==> src/rtl/data_memory_sync.sv <==
// Dual-read, single-write data memory for the uProcessor datapath.
// After reset a hardware sequencer preloads every word before Ready rises.
// Out-of-range accesses are flagged one cycle later on AddrErr.
//
// state | meaning
// ------+---------------------------------------------------------
// INIT  | preload mem[cnt] with the init pattern, user inputs ignored
// RUN   | Ready high, user writes and both read ports active
module data_memory_sync #(
    parameter int DATA_WIDTH = 8,
    parameter int ADDR_WIDTH = 8,
    parameter int DATA_LEN   = 256,
    parameter int INIT_MODE  = 1
) (
    input  logic                  clk,
    input  logic                  nReset,
    input  logic                  WriteEnable,
    input  logic [ADDR_WIDTH-1:0] WrAddr,
    input  logic [DATA_WIDTH-1:0] Accu,
    input  logic                  ReadEnA,
    input  logic [ADDR_WIDTH-1:0] RdAddrA,
    input  logic                  ReadEnB,
    input  logic [ADDR_WIDTH-1:0] RdAddrB,
    output logic [DATA_WIDTH-1:0] DataOutA,
    output logic [DATA_WIDTH-1:0] DataOutB,
    output logic                  ValidA,
    output logic                  ValidB,
    output logic                  Ready,
    output logic                  AddrErr
);

    typedef enum logic {INIT, RUN} state_t;

    // Index width is just enough to address DATA_LEN words; the full
    // address is still used for the range check so nothing aliases.
    localparam int IDX_W = (DATA_LEN > 1) ? $clog2(DATA_LEN) : 1;
    localparam logic [ADDR_WIDTH:0]   LEN_EXT = (ADDR_WIDTH+1)'(DATA_LEN);
    localparam logic [ADDR_WIDTH-1:0] LAST    = ADDR_WIDTH'(DATA_LEN - 1);

    logic [DATA_WIDTH-1:0] mem [DATA_LEN];

    state_t                state, state_nxt;
    logic [ADDR_WIDTH-1:0] cnt, cnt_nxt;
    logic [DATA_WIDTH-1:0] init_val;
    logic                  run;
    logic                  wr_ok, ra_ok, rb_ok;
    logic                  wr_hit;

    assign run    = (state == RUN);
    assign Ready  = run;
    assign wr_ok  = ({1'b0, WrAddr}  < LEN_EXT);
    assign ra_ok  = ({1'b0, RdAddrA} < LEN_EXT);
    assign rb_ok  = ({1'b0, RdAddrB} < LEN_EXT);
    assign wr_hit = run && WriteEnable && wr_ok;

    assign init_val = (INIT_MODE == 1) ? DATA_WIDTH'(cnt) : '0;

    // FSM and preload counter registers
    always_ff @(posedge clk or negedge nReset) begin
        if (!nReset) begin
            state <= INIT;
            cnt   <= '0;
        end else begin
            state <= state_nxt;
            cnt   <= cnt_nxt;
        end
    end

    // Next state: step through the preload, leave INIT on the last word
    always_comb begin
        state_nxt = state;
        cnt_nxt   = cnt;
        if (state == INIT) begin
            cnt_nxt = cnt + 1'b1;
            if (cnt == LAST) begin
                state_nxt = RUN;
            end
        end
    end

    // Single write port shared by the preload sequencer and user writes;
    // no reset term so the array maps onto block RAM
    always_ff @(posedge clk) begin
        if (!run) begin
            mem[cnt[IDX_W-1:0]] <= init_val;
        end else if (wr_hit) begin
            mem[WrAddr[IDX_W-1:0]] <= Accu;
        end
    end

    // Registered read ports with write-first bypass, plus the error flag
    always_ff @(posedge clk or negedge nReset) begin
        if (!nReset) begin
            DataOutA <= '0;
            DataOutB <= '0;
            ValidA   <= 1'b0;
            ValidB   <= 1'b0;
            AddrErr  <= 1'b0;
        end else if (run) begin
            ValidA  <= ReadEnA;
            ValidB  <= ReadEnB;
            AddrErr <= (WriteEnable && !wr_ok) ||
                       (ReadEnA && !ra_ok) ||
                       (ReadEnB && !rb_ok);
            if (ReadEnA) begin
                if (!ra_ok)
                    DataOutA <= '0;
                else if (wr_hit && (WrAddr == RdAddrA))
                    DataOutA <= Accu;
                else
                    DataOutA <= mem[RdAddrA[IDX_W-1:0]];
            end
            if (ReadEnB) begin
                if (!rb_ok)
                    DataOutB <= '0;
                else if (wr_hit && (WrAddr == RdAddrB))
                    DataOutB <= Accu;
                else
                    DataOutB <= mem[RdAddrB[IDX_W-1:0]];
            end
        end
    end

endmodule

==> config.mk <==
export PLATFORM = sky130hd
export DESIGN_NAME = data_memory_sync
export DESIGN_NICKNAME = d
export VERILOG_FILES = /design/src/rtl/data_memory_sync.sv
export SDC_FILE = /design/constraint.sdc
export NUM_CORES = 2
export LEC_CHECK = 0
export ABC_AREA = 1
export CAP_MARGIN = 15
export CORE_MARGIN = 2
export CORE_UTILIZATION = 50
export DETAILED_ROUTE_END_ITERATION = 7
export GPL_ROUTABILITY_DRIVEN = 1
export MAX_ROUTING_LAYER = met4
export PLACE_DENSITY = 0.65
export SETUP_SLACK_MARGIN = 0.3
export SLEW_MARGIN = 30
export SYNTH_ARGS = -nofsm -noshare
export SYNTH_HDL_FRONTEND = slang
export SYNTH_SLANG_ARGS = --single-unit
export TNS_END_PERCENT = 30
==> constraint.sdc <==
create_clock -name clk -period 20.2 [get_ports clk]
set_clock_uncertainty 0.05 [all_clocks]
set_input_delay 4.04 -clock clk [delete_from_list [all_inputs] [get_ports clk]]
set_output_delay 4.04 -clock clk [all_outputs]
set_load 0.005 [all_outputs]
==> impl_metrics.json <==
{
  "fmax_mhz": 112,
  "status": "finished, violations left",
  "crit_required_ns": 20.96,
  "use_met3": 0.0905,
  "min_period_ns": 8.89,
  "synth_top_area_cell": "edfxtp_1",
  "num_rows": 167,
  "synth_seq_cells": 2075,
  "viasPerCell": 6.46,
  "gp_congestion": 0.952,
  "met2_usage": 0.539,
  "grtUsageMet1": 0.491,
  "slowest_stage": "buf_4",
  "power_mw": 9.63,
  "hold_path.class": "reg -> reg",
  "final-hold-violation-count": 0,
  "initial_core_util": 0.504,
  "area_growth_pct": 8.26,
  "grt_busiest_layer": "met2",
  "ioPinCount": 57,
  "vias": 92029,
  "ir_worst_vdd_uv": 105,
  "ctsLongestPathBuffers": 3,
  "startpoint_type": "input pin",
  "grt_pass1_wl_um": 572000,
  "syn_nets": 11796,
  "cp_max_fo": 175,
  "violations": "design-rule violations",
  "endpoint_kind": "flop",
  "cts_tree": "yes",
  "synth_top_flop_cell": "edfxtp_1",
  "synth_edf_count": 2048,
  "postCtsHoldBufs": 0,
  "slew_violations": 0,
  "finalSetupViolations": 0,
  "power_density_nw_per_um2": 85.1,
  "wl_per_cell_um": 27.8,
  "yosysMostFrequentCell": "nand2_1",
  "timing.setup.critical_path_class": "in -> reg",
  "cts_buffers": 219,
  "maxSlewHeadroom": 0.199,
  "grt_max_degree": 206,
  "yosys_warnings": 0,
  "synth.area.top_cells": "edfxtp_1, nand3_1, nand2_1, buf_2, clkbuf_1",
  "synth.distinct_cells": 32,
  "hpwlAfterDp_um": 223000,
  "fillers": 17976,
  "ant_nets": 0,
  "grt_pass1_vias": 85106,
  "multiInputGateArea_um2": 38100,
  "critPathMostFrequentCell": "nand3_1",
  "clock_sinks": 2075,
  "fin_area_um2": 113000,
  "regArea_um2": 62200,
  "seq_area_frac_synth": 0.595,
  "dieHeight_um": 461,
  "cts_resized": 0,
  "numPortBuffers": 55,
  "layout-drive-gt1-share": 0.0492,
  "cp_slowest_stage_delay_ns": 0.83,
  "max_cap_viol_count": 0,
  "netlist_area_um2": 105000,
  "coreArea_um2": 207000,
  "grt_setup_unrepaired": "no",
  "drc": 18,
  "drtIter0Drc": 15864,
  "fp.dieW_um": 461,
  "cts.htree.levels": 4,
  "arrival_ns": 9.66,
  "nets": 11282,
  "root_buffer": "clkbuf_16",
  "tightestPinTransition_ns": 1.20,
  "period_share": 0.440,
  "path_cells": "buf_8 > buf_12 > buf_4 > buf_4 > buf_4 > nand2_1 > nand3_1 > nand3_1 > nand3_1 > nand3_1 > nand3_1 > nand3_1 > nand3_1 > nand2_1 > nand2_1 > nand2_1 > nand2_1",
  "p_leak_nw": 42.5,
  "grt_use_total": 0.375,
  "netlist_instances": 11758,
  "ys_async_sr_fraction": 0.0130,
  "dieArea_um2": 213000,
  "postCtsSetupRepairBufs": 0,
  "tns_ns": 0,
  "grt_overflow": 0,
  "dr.pass1.iters": 8,
  "antenna_found_initial": 17,
  "placed_cell_area_um2": 106000,
  "post-route-util": 0.545,
  "synth_commonest_cells": "nand2_1, nand3_1, edfxtp_1",
  "path_clk_slew_ns": 0.06,
  "wl_um": 396000,
  "synth_area_per_cell_um2": 8.89,
  "insertion_delay_ns": 0.89,
  "synth.top_cell.area_share": 0.588
}
[final cells by class]
class | count | share of cell area
diodes | 16 | 0.000354
inverters | 76 | 0.00356
clock buffers | 288 | 0.0520
flip-flops and latches | 2075 | 0.549
repair buffers | 203 | 0.0171
multi-input cells | 8669 | 0.336
well taps | 2788 | 0.0308
clock inverters | 125 | 0.0103
[report_power, final]
part	leakage, nW	internal (mW)	total, mW	switching, mW
Sequential	16.5	4.66	4.66	0
Combinational	22.6	0.227	0.916	0.689
Clock	3.43	2.30	4.05	1.76
[through the flow]
step                hold WS, ns  setup slack (ns)  std cells
finish                    0.433             11.31      14240
global route              0.460             11.25      14236
CTS                       0.432             11.65      14220
detailed placement        0.416             10.75      13807
global placement          0.414             10.69      13806
floorplan                 0.415              3.67      11758
[worst max-delay path, delay by kind of cell]
family | cells | cell delay (ns)
AND/OR/NAND/NOR | 12 | 1.84
buffers and inverters | 5 | 3.48
[kinds of logic after synthesis]
family                   share of synthesized area
AND/OR/NAND/NOR                              0.359
adder cells (fa/ha/maj)                   0.000120
AO/OA/AOI/OAI                              0.00227
flip-flops                                   0.595
buffers and inverters                       0.0432
other                                    0.0000359
XOR/XNOR                                   0.00101
[path summary, 6_finish.rpt]
kind	cells after the start	to	slack, ns	from
max	17	DataOutB[3]	11.31	RdAddrB[0]
min	2	ValidB	0.43	ValidB
max reg2reg	6	mem[23][0]	15.29	Ready
min reg2reg	2	ValidB	0.43	ValidB
max in group asynchronous	2	DataOutB[3]	16.21	nReset
min in group asynchronous	2	ValidB	3.53	nReset
[metal layers]
layer  wire [um]  up-vias
li1            -    39775
met1      145000    43821
met2      173000     7140
met3       53300     1293
met4       24200        0
met5           0        -
[registers in the layout, indices dropped and copies added, names as in the netlist]
register and cells:
DataOutA 8, DataOutB 8, Ready 1, ValidA 1
ValidB 1, cnt 8, mem 2048
[placed cells by master, fill, tap and decap left out, types with 6 or more instances in the layout]
cell,instances
nand2_1,4223
nand3_1,4070
edfxtp_1,2048
nor2_1,229
clkbuf_16,223
buf_4,127
clkinv_1,69
nor2_2,64
clkbuf_1,59
inv_1,54
clkdlybuf4s50_1,43
dfrtp_1,27
clkinv_2,26
bufinv_16,20
diode_2,16
nand2_2,15
o21ai_0,15
buf_12,12
xor2_1,11
inv_8,10
a21oi_1,9
buf_6,9
o21ai_2,7
inv_2,6
inv_6,6
clkbuf_8,6
buf_8,6
Power figures use the tool's default switching activity.
